<file path="src/rtl/pipelined_addsub_pkg.sv">
// rtl/pipelined_addsub_pkg.sv - shared helpers for the segmented add/sub pipeline
//
// Purpose: parameter arithmetic shared by the pipeline top and its segment adder.
// Ports: none (package).
package pipelined_addsub_pkg;

    // Width of one carry segment (bits added per pipeline stage).
    function automatic int unsigned seg_bits(input int unsigned width, input int unsigned stages);
        return width / stages;
    endfunction

    // Legal configurations cut WIDTH into STAGES equal, non-empty segments.
    function automatic bit params_ok(input int unsigned width, input int unsigned stages);
        return (stages >= 1) && (stages <= width) && ((width % stages) == 0);
    endfunction

endpackage

</file>
<file path="src/rtl/carry_segment_adder.sv">
// rtl/carry_segment_adder.sv - combinational SEG-bit adder slice with carry in/out
//
// Purpose: one segment of the split carry chain; the top registers its carry-out.
// Ports:
//   a_i, b_i  SEG-bit operand segments (b_i already inverted for subtraction)
//   ci_i      carry into the segment's bit 0
//   s_o       SEG-bit segment sum
//   co_o      carry out of the segment's top bit
module carry_segment_adder
    import pipelined_addsub_pkg::*;
#(
    parameter int unsigned SEG = 8
) (
    input  logic [SEG-1:0] a_i,
    input  logic [SEG-1:0] b_i,
    input  logic           ci_i,
    output logic [SEG-1:0] s_o,
    output logic           co_o
);

    assign {co_o, s_o} = {1'b0, a_i} + {1'b0, b_i} + {{SEG{1'b0}}, ci_i};

endmodule

</file>
<file path="src/rtl/pipelined_addsub.sv">
// rtl/pipelined_addsub.sv - pipelined adder/subtractor with split carry chain
//
// Purpose: WIDTH-bit A+B+CI or A+~B+CI cut into STAGES segments, one segment
// per pipeline stage, with valid tracking, stall and flush. Latency STAGES.
// Ports:
//   clk_i, rst_ni          clock, asynchronous active-low reset
//   in_valid_i             a_i/b_i/sub_i/ci_i form an operation this cycle
//   a_i, b_i               WIDTH-bit operands
//   sub_i, ci_i            invert b_i / carry into bit 0
//   stall_i                hold every pipeline register, drop the input
//   flush_i                clear every stage valid bit (wins over stall_i)
//   out_valid_o            q_o/co_o/ovf_o belong to a completed operation
//   q_o, co_o, ovf_o       result, carry out, signed overflow
module pipelined_addsub
    import pipelined_addsub_pkg::*;
#(
    parameter int unsigned WIDTH  = 32,
    parameter int unsigned STAGES = 4
) (
    input  logic             clk_i,
    input  logic             rst_ni,
    input  logic             in_valid_i,
    input  logic [WIDTH-1:0] a_i,
    input  logic [WIDTH-1:0] b_i,
    input  logic             sub_i,
    input  logic             ci_i,
    input  logic             stall_i,
    input  logic             flush_i,
    output logic             out_valid_o,
    output logic [WIDTH-1:0] q_o,
    output logic             co_o,
    output logic             ovf_o
);

    localparam int unsigned SEG  = seg_bits(WIDTH, STAGES);
    localparam int unsigned LAST = STAGES - 1;

    if (!params_ok(WIDTH, STAGES)) begin : g_bad_params
        $error("pipelined_addsub: WIDTH must be a non-zero multiple of STAGES");
    end

    // Inversion happens once at capture; sub_i is not carried down the pipe.
    logic [WIDTH-1:0] b_eff;
    assign b_eff = sub_i ? ~b_i : b_i;

    // Stage k adds segment k. Each stage keeps only what is still needed:
    // the not-yet-added upper operand segments (skew) and the already-summed
    // lower result segments (deskew), so register widths shrink/grow per stage.
    for (genvar k = 0; k < STAGES; k++) begin : g_stage
        logic [SEG-1:0]       seg_a;
        logic [SEG-1:0]       seg_b;
        logic [SEG-1:0]       seg_s;
        logic                 c_in;
        logic                 c_d;
        logic                 v_d;
        logic [SEG*(k+1)-1:0] r_d;
        logic [SEG*(k+1)-1:0] r_q;
        logic                 c_q;
        logic                 v_q;

        if (k == 0) begin : g_in
            assign seg_a = a_i[SEG-1:0];
            assign seg_b = b_eff[SEG-1:0];
            assign c_in  = ci_i;
            assign v_d   = in_valid_i;
            assign r_d   = seg_s;
        end else begin : g_in
            assign seg_a = g_stage[k-1].g_ops.a_q[SEG-1:0];
            assign seg_b = g_stage[k-1].g_ops.b_q[SEG-1:0];
            assign c_in  = g_stage[k-1].c_q;
            assign v_d   = g_stage[k-1].v_q;
            assign r_d   = {seg_s, g_stage[k-1].r_q};
        end

        carry_segment_adder #(
            .SEG (SEG)
        ) u_seg (
            .a_i  (seg_a),
            .b_i  (seg_b),
            .ci_i (c_in),
            .s_o  (seg_s),
            .co_o (c_d)
        );

        // Data loads whenever not stalled, regardless of valid, so outputs
        // stay deterministic even for bubbles.
        always_ff @(posedge clk_i or negedge rst_ni) begin
            if (!rst_ni) begin
                r_q <= '0;
                c_q <= 1'b0;
                v_q <= 1'b0;
            end else begin
                if (!stall_i) begin
                    r_q <= r_d;
                    c_q <= c_d;
                end
                if (flush_i) begin
                    v_q <= 1'b0;
                end else if (!stall_i) begin
                    v_q <= v_d;
                end
            end
        end

        // Skew registers: upper operand segments still waiting for their stage.
        if (k < LAST) begin : g_ops
            localparam int unsigned UW = WIDTH - SEG * (k + 1);
            logic [UW-1:0] a_d;
            logic [UW-1:0] b_d;
            logic [UW-1:0] a_q;
            logic [UW-1:0] b_q;

            if (k == 0) begin : g_src
                assign a_d = a_i[WIDTH-1:SEG];
                assign b_d = b_eff[WIDTH-1:SEG];
            end else begin : g_src
                assign a_d = g_stage[k-1].g_ops.a_q[WIDTH-SEG*k-1:SEG];
                assign b_d = g_stage[k-1].g_ops.b_q[WIDTH-SEG*k-1:SEG];
            end

            always_ff @(posedge clk_i or negedge rst_ni) begin
                if (!rst_ni) begin
                    a_q <= '0;
                    b_q <= '0;
                end else if (!stall_i) begin
                    a_q <= a_d;
                    b_q <= b_d;
                end
            end
        end

        // The last stage sees the top segment, so it holds both operand sign
        // bits and the final sum sign needed for signed overflow.
        if (k == LAST) begin : g_ovf
            logic ovf_d;
            logic ovf_q;

            assign ovf_d = (seg_a[SEG-1] == seg_b[SEG-1]) && (seg_s[SEG-1] != seg_a[SEG-1]);

            always_ff @(posedge clk_i or negedge rst_ni) begin
                if (!rst_ni) begin
                    ovf_q <= 1'b0;
                end else if (!stall_i) begin
                    ovf_q <= ovf_d;
                end
            end
        end
    end

    assign out_valid_o = g_stage[LAST].v_q;
    assign q_o         = g_stage[LAST].r_q;
    assign co_o        = g_stage[LAST].c_q;
    assign ovf_o       = g_stage[LAST].g_ovf.ovf_q;

endmodule
</file>
<file path="config.mk">
export PLATFORM = sky130hd
export DESIGN_NAME = pipelined_addsub
export DESIGN_NICKNAME = d
export VERILOG_FILES = /design/src/rtl/pipelined_addsub_pkg.sv /design/src/rtl/carry_segment_adder.sv /design/src/rtl/pipelined_addsub.sv
export SDC_FILE = /design/constraint.sdc
export NUM_CORES = 1
export LEC_CHECK = 0
export ABC_AREA = 0
export BUFFER_PORTS_ARGS = -buffer_cell sky130_fd_sc_hd__clkbuf_2
export CELL_PAD_IN_SITES_DETAIL_PLACEMENT = 1
export CELL_PAD_IN_SITES_GLOBAL_PLACEMENT = 1
export CORE_ASPECT_RATIO = 1.25
export CORE_UTILIZATION = 39
export CTS_BUF_LIST = sky130_fd_sc_hd__clkbuf_8
export DETAILED_ROUTE_END_ITERATION = 7
export GPL_TIMING_DRIVEN = 0
export PLACE_DENSITY = 0.74
export SYNTH_ARGS = -nofsm -noshare
export SYNTH_HDL_FRONTEND = slang
export SYNTH_SLANG_ARGS = --single-unit
</file>
<file path="constraint.sdc">
create_clock -name clk_i -period 2.8 [get_ports clk_i]
set_input_delay 0.14 -clock clk_i [delete_from_list [all_inputs] [get_ports clk_i]]
set_output_delay 0.14 -clock clk_i [all_outputs]
set_load 0.03 [all_outputs]
</file>
* Yosys cells after proc, flatten, opt, wreduce, memory -nomap -nowiden *
Index checks and enable logic that the tools add are counted.
Widths: inputs -> output; s select.

word-level totals
  flip-flop bits (word level) = 185
  input bits = 71
  output and inout port bits = 35

operators by class
  add/sub/neg operators = 8
  equal/unequal tests = 3
  muxes and demuxes = 9
  bitwise logic cells = 1
  reduce and logical (&&, ||, !) cells = 1

operator list
  operator            count
  $add 8x8->9         4
  $add 9x1->9         4
  $mux 32             1
  $not 32->32         1
  $mux 1              8
  $ne 2x1->1 const B  1
  $eq 1x1->1          1
  $logic_and 1x1->1   1
  $ne 1x1->1          1

* Depth between registers and ports, before layout *
  depth in word-level cells = 4
  mapped depth = 10

* By module *
Synthesis repeated with hierarchy kept, for this count alone.

second synthesis, totals
  cells, all modules = 622
  area, all modules = 8,545.7 um2

modules (own cells, without submodules)
  module                                       times used  cells an instance  area each (um2)  seq. area each (um2)
  pipelined_addsub                             1           460                7,219.4          4,629.4
  carry_segment_adder at g_stage[0].u_seg ...  3           40                 331.6            0.0
  carry_segment_adder at g_stage[2].u_seg      1           42                 331.6            0.0

* Worst setup path before layout *
OpenSTA, ideal clock, no wires.

  kind = input -> register
  start point = input sub_i
  end point = register g_stage[0].r_q[6]
  library setup time = 95 ps
  arrival time = 2,104 ps
  required time = 2,705 ps
  slack = 601 ps
  stages on the path = 10
  buffers on the path = 2
  path through = buf_2 buf_2 xnor2_1 fa_1 fa_1 nor2b_1 o31ai_1 a21oi_1 nor3_1 o31ai_1

between the ends
  word-level cells in the longest chain between the ends = 3

ends and longest elaborated chain
  element               line                       RTL
  start, declared       pipelined_addsub.sv:25     input logic sub_i,
  $mux 32               pipelined_addsub.sv:44     assign b_eff = sub_i ? ~b_i : b_i;
  $add 8x8->9           carry_segment_adder.sv:21  assign {co_o, s_o} = {1'b0, a_i} + {1'b0, b_i} + {{SEG{1'b0}}, ci_i};
  $add 9x1->9           carry_segment_adder.sv:21
  end signal, assigned  pipelined_addsub.sv:94     r_q <= r_d;
  end, declared         pipelined_addsub.sv:57     logic [SEG*(k+1)-1:0] r_q;

Every way passes these cells.
A chain may end at the register's enable or synchronous reset.

* Worst setup path after layout *
  start point = register g_stage[2].c_q
  end point = register g_stage[3].r_q[30], in the netlist q_o[30]

between the ends
  word-level cells in the longest chain between the ends = 1

ends and longest elaborated chain
  element                 line                       RTL
  start, declared         pipelined_addsub.sv:58     logic c_q;
  start signal, assigned  pipelined_addsub.sv:90     c_q <= 1'b0;
  start signal, assigned  pipelined_addsub.sv:95     c_q <= c_d;
  $add 9x1->9             carry_segment_adder.sv:21
  end signal, assigned    pipelined_addsub.sv:94
  end, declared           pipelined_addsub.sv:57

Every way passes these cells.

==> results_tabular.tex <==
\begin{tabular}{lr}
\hline
Metric & Value \\
\hline
\multicolumn{2}{l}{\textbf{Synthesis}} \\
\quad Portion of the post-synthesis area used by sequential elements & 55.7\% \\
\quad Synth Instances & 654 \\
\quad Number of nets produced by synthesis & around 760 \\
\quad Combinational family with the most area after synthesis & multiplexers \\
\quad Simple-gate portion of the synthesized area & 5.41\% \\
\quad Post-synthesis average cell area & approximately 13 um2 \\
\quad Compound-cell area share of the yosys netlist & 7.61\% \\
\quad Library cells used by synthesis & 33 \\
\quad Warning count from the yosys run & 0 \\
\quad FF+latch count, synth & about 190 \\
\quad Area share of fa/ha/maj cells after synthesis & $\sim$6.1\% \\
\quad Share of synthesized area spent on multiplexers & 17.7\% \\
\quad Cell area after synthesis & 8310 um2 \\
\quad Synth Area in XOR/XNOR & around 5.2\% \\
\multicolumn{2}{l}{\textbf{STA}} \\
\quad Share of the clock period used by the worst path after layout & about 90\% \\
\quad Worst slew pin tran & 0.907 ns \\
\quad Worst clock skew & roughly 0.01 ns \\
\quad Remaining max-slew budget at the tightest pin & 39.5\% \\
\quad Final critical path time including I/O delays and setup & 2.46 ns \\
\quad Final count of hold timing violations & 0 \\
\quad Setup repair after global routing missed its margin & no \\
\quad Final worst slack & $\sim$0.34 ns \\
\quad Setup TNS & 0 ns \\
\quad Number of setup violations in the final report & 0 \\
\quad Maximum clock frequency & about 410 MHz \\
\quad Min Hold Slack & approximately 0.023 ns \\
\quad Pins Over Slew Limit & 0 \\
\multicolumn{2}{l}{\textbf{Cells and area}} \\
\quad Commonest cells after routing, fill and taps aside & dfrtp\_1 (185), mux2\_2 (125), clkbuf\_2 (102), nand2\_1 (59), o21ai\_0 (52) \\
\quad Final core area utilization & about half \\
\quad Signed area change from the synthesized netlist to the final layout & 21.6\% \\
\quad Final net count & $\sim$930 \\
\quad Design Area, Final & a little over 10000 um2 \\
\quad Most common library cell in the layout ignoring fill and taps & dfrtp\_1 \\
\quad Ratio of cells with drive above 1 in the final layout & 34.2\% \\
\quad Count of antenna diodes in the layout & 0 \\
\multicolumn{2}{l}{\textbf{Setup path}} \\
\quad Delay of the slowest critical-path stage & around 0.53 ns \\
\quad Kind of critical path & reg -> reg \\
\quad R2R Path Start & g\_stage[2].c\_q \\
\quad Kind of cell adding the most delay to the critical path & adder cells \\
\quad CP Buf/Inv Count & 0 \\
\quad Data required time of the worst path & 3.13 ns \\
\quad Setup slack of the most critical reg-to-reg path & about 0.34 ns \\
\quad Cell count of the worst reg-to-reg path & 7 \\
\quad Endpoint class of the critical path & flip-flop \\
\quad Critical Path, Cell by Cell & fa\_1, fa\_1, a21oi\_1, o211ai\_1, a21oi\_1, xor2\_1, o21ai\_0 \\
\quad Arrival time at the worst endpoint & about 2.8 ns \\
\quad Type of origin of the critical path & flip-flop \\
\quad Origin of the worst setup path & g\_stage[2].c\_q \\
\quad Highest net fanout along the worst path & 3 \\
\quad Capture instance of the worst register-to-register path & q\_o[30] \\
\quad Cell at the slowest stage of the critical path & fa\_1 \\
\multicolumn{2}{l}{\textbf{Route}} \\
\quad Routed vias & around 5500 \\
\quad Detailed-routing wirelength on met1 & $\sim$8400 um \\
\quad Total met2 wirelength after detailed routing & $\sim$10000 um \\
\quad Vias/cell & around 5.0 \\
\quad DR iter-0 viols & between 200 and 300 \\
\quad Post-detailed-route count of antenna-violating nets & 0 \\
\quad Drt wl/cell & 17.1 um \\
\quad Total routed wirelength & approximately 19000 um \\
\quad Number of detailed-route iterations in the first pass & 4 \\
\quad Uppermost routed layer & met4 \\
\quad Remaining DRCs & 0 \\
\quad Detailed-routed wire length on met3 & roughly 540 um \\
\multicolumn{2}{l}{\textbf{GRT}} \\
\quad GRT Total Usage & 18.9\% \\
\quad Number of antenna violations at the first check in global routing & 0 \\
\quad Via count of the first global-routing pass & about 6000 \\
\quad Pin count of the biggest net entering global routing & roughly 110 \\
\quad First-pass GRT wire length & between 30000 and 40000 um \\
\quad GR Overflow Total & 0 \\
\multicolumn{2}{l}{\textbf{Die}} \\
\quad Starting utilization of the core area & 39.9\% \\
\quad Die span in y & 165 um \\
\quad Overall die width & $\sim$130 um \\
\quad Count of standard-cell rows & 59 \\
\quad DIE AREA & about 22000 um2 \\
\quad Core Area & 20800 um2 \\
\quad IO Pins & $\sim$110 \\
\multicolumn{2}{l}{\textbf{Clocking}} \\
\quad \# hold bufs at CTS & 50 \\
\quad Resize count post-CTS & 0 \\
\quad TritonCTS clock tree & done \\
\quad Postcts setup bufs & 0 \\
\quad Clock Sink Count & between 150 and 200 \\
\quad Number of buffers inserted during clock tree synthesis & 17 \\
\quad Insertion delay to the later sink of the worst-skew pair & 0.47 ns \\
\quad Deepest clock path buffer count & 2 \\
\quad Clock Root Buffer & clkbuf\_8 \\
\quad Htree depth & 4 \\
\quad Clock transition at the register clock pins on the worst setup and hold paths after CTS & roughly 0.090 ns \\
\multicolumn{2}{l}{\textbf{Min path}} \\
\quad Hold Startpoint & b\_i[30] \\
\quad Hold/Removal Path Class & in -> reg \\
\quad Capture endpoint of the worst hold path & g\_stage[0].g\_ops.b\_q[22] \\
\quad Worst hold path stage count & 3 \\
\multicolumn{2}{l}{\textbf{Power}} \\
\quad Power per cell area & 782 nW/um2 \\
\quad Standby leakage power & approximately 0.0046 uW \\
\quad Peak VDD IR & about 0.36 mV \\
\multicolumn{2}{l}{\textbf{Run}} \\
\quad Max-capacitance violation count & 0 \\
\multicolumn{2}{l}{\textbf{Place}} \\
\quad Worst-case setup slack after placement & 0.189 ns \\
\quad Weighted congestion at the end of routability-driven global placement & 0.826 \\
\quad Dpl hpwl & between 10000 and 15000 um \\
\quad Post-placement cell area & 9200 um2 \\
\quad Port Buf Inserts & about 100 \\
\multicolumn{2}{l}{\textbf{Run status}} \\
\quad Run status & finished clean \\
\hline
\end{tabular}
==> metrics by stage <==
step	std cells	power, uW
after floorplan	654	5320
after global placement	1031	6010
after detailed placement	1032	6120
after CTS	1114	7980
after global routing	1114	8380
final	1114	7890
==> tightest hold or removal path: stages <==
cell and delay, ns:
clkbuf_2 0.11, xnor2_1 0.12, o21ai_0 0.08
==> sequential cells by signal (all words and copies together) (netlist names) <==
signal / flops
co_o: 1
g_stage.c_q: 3
g_stage.g_ops.a_q: 48
g_stage.g_ops.b_q: 48
g_stage.r_q: 48
g_stage.v_q: 3
out_valid_o: 1
ovf_o: 1
q_o: 32
==> synth_stat cells <==
cell        n  area (um2)
nor2b_1     4        25.0
a211oi_2    1        12.5
o21a_1      3        22.5
mux2i_1     6        60.1
a21o_1      3        22.5
nor2_1     15        56.3
and3_1      1        6.26
nor2b_4     1        13.8
xor2_1     21         184
o211ai_1    3        22.5
clkbuf_1    9        33.8
a21oi_1    19        95.1
o21ai_0    52         260
or3_1       1        6.26
o31a_2      1        10.0
fa_1        8         160
and3_2      1        7.51
o31ai_2     1        12.5
nor3_1     15        75.1
o31ai_1    12        90.1
a31oi_1     3        18.8
o21bai_1    3        22.5
buf_2      22         110
o21ai_1     3        15.0
nand2_1    59         221
inv_1      12        45.0
ha_1       28         350
o211ai_2    1        12.5
xnor2_1    28         245
mux2_2    125        1410
nand2b_1    6        37.5
a211oi_1    2        15.0
dfrtp_1   185        4630
==> layout make-up <==
class | instances | area [um2]
plain buffers | 31 | 144
multi-input cells | 426 | 3490
clock buffers | 18 | 248
well taps | 274 | 343
flip-flops and latches | 185 | 4630
repair buffers | 154 | 1050
fillers | 2223 | 10700
inverters | 12 | 45.0
clock inverters | 14 | 148
==> routing by layer <==
metal,vias up,track usage (%)
li1,2619,-
met2,94,33.2
met1,2799,23.4
met5,-,0
met3,29,3.33
met4,0,6.64
==> worst max path at each step <==
stage / end / slack [ns] / cells after the start
5_1_grt: g_stage[2].r_q[22] / 0.16 / 7
3_5_place_dp: g_stage[0].c_q / 0.19 / 10
2_1_floorplan: g_stage[0].r_q[6] / 0.60 / 10
3_3_place_gp: q_o[17] / -1.91 / 1
4_1_cts: q_o[30] / 0.24 / 7
6_report: q_o[30] / 0.34 / 7
==> power by group <==
part / leakage, uW / internal, uW / switching [uW]
Sequential: 0.00223 / 3330 / 399
Clock: 0.000199 / 822 / 987
Combinational: 0.00216 / 1030 / 1320
Total: 0.00459 / 5180 / 2710
==> cells by family after synthesis <==
| kind of cell | Yosys count |
|---|---|
| buffers and inverters | 43 |
| AND/OR/NAND/NOR | 103 |
| flip-flops | 185 |
| AO/OA/AOI/OAI | 107 |
| adder cells (fa/ha/maj) | 36 |
| multiplexers | 131 |
| XOR/XNOR | 49 |
Note: power is estimated with default switching activity, not from simulation.
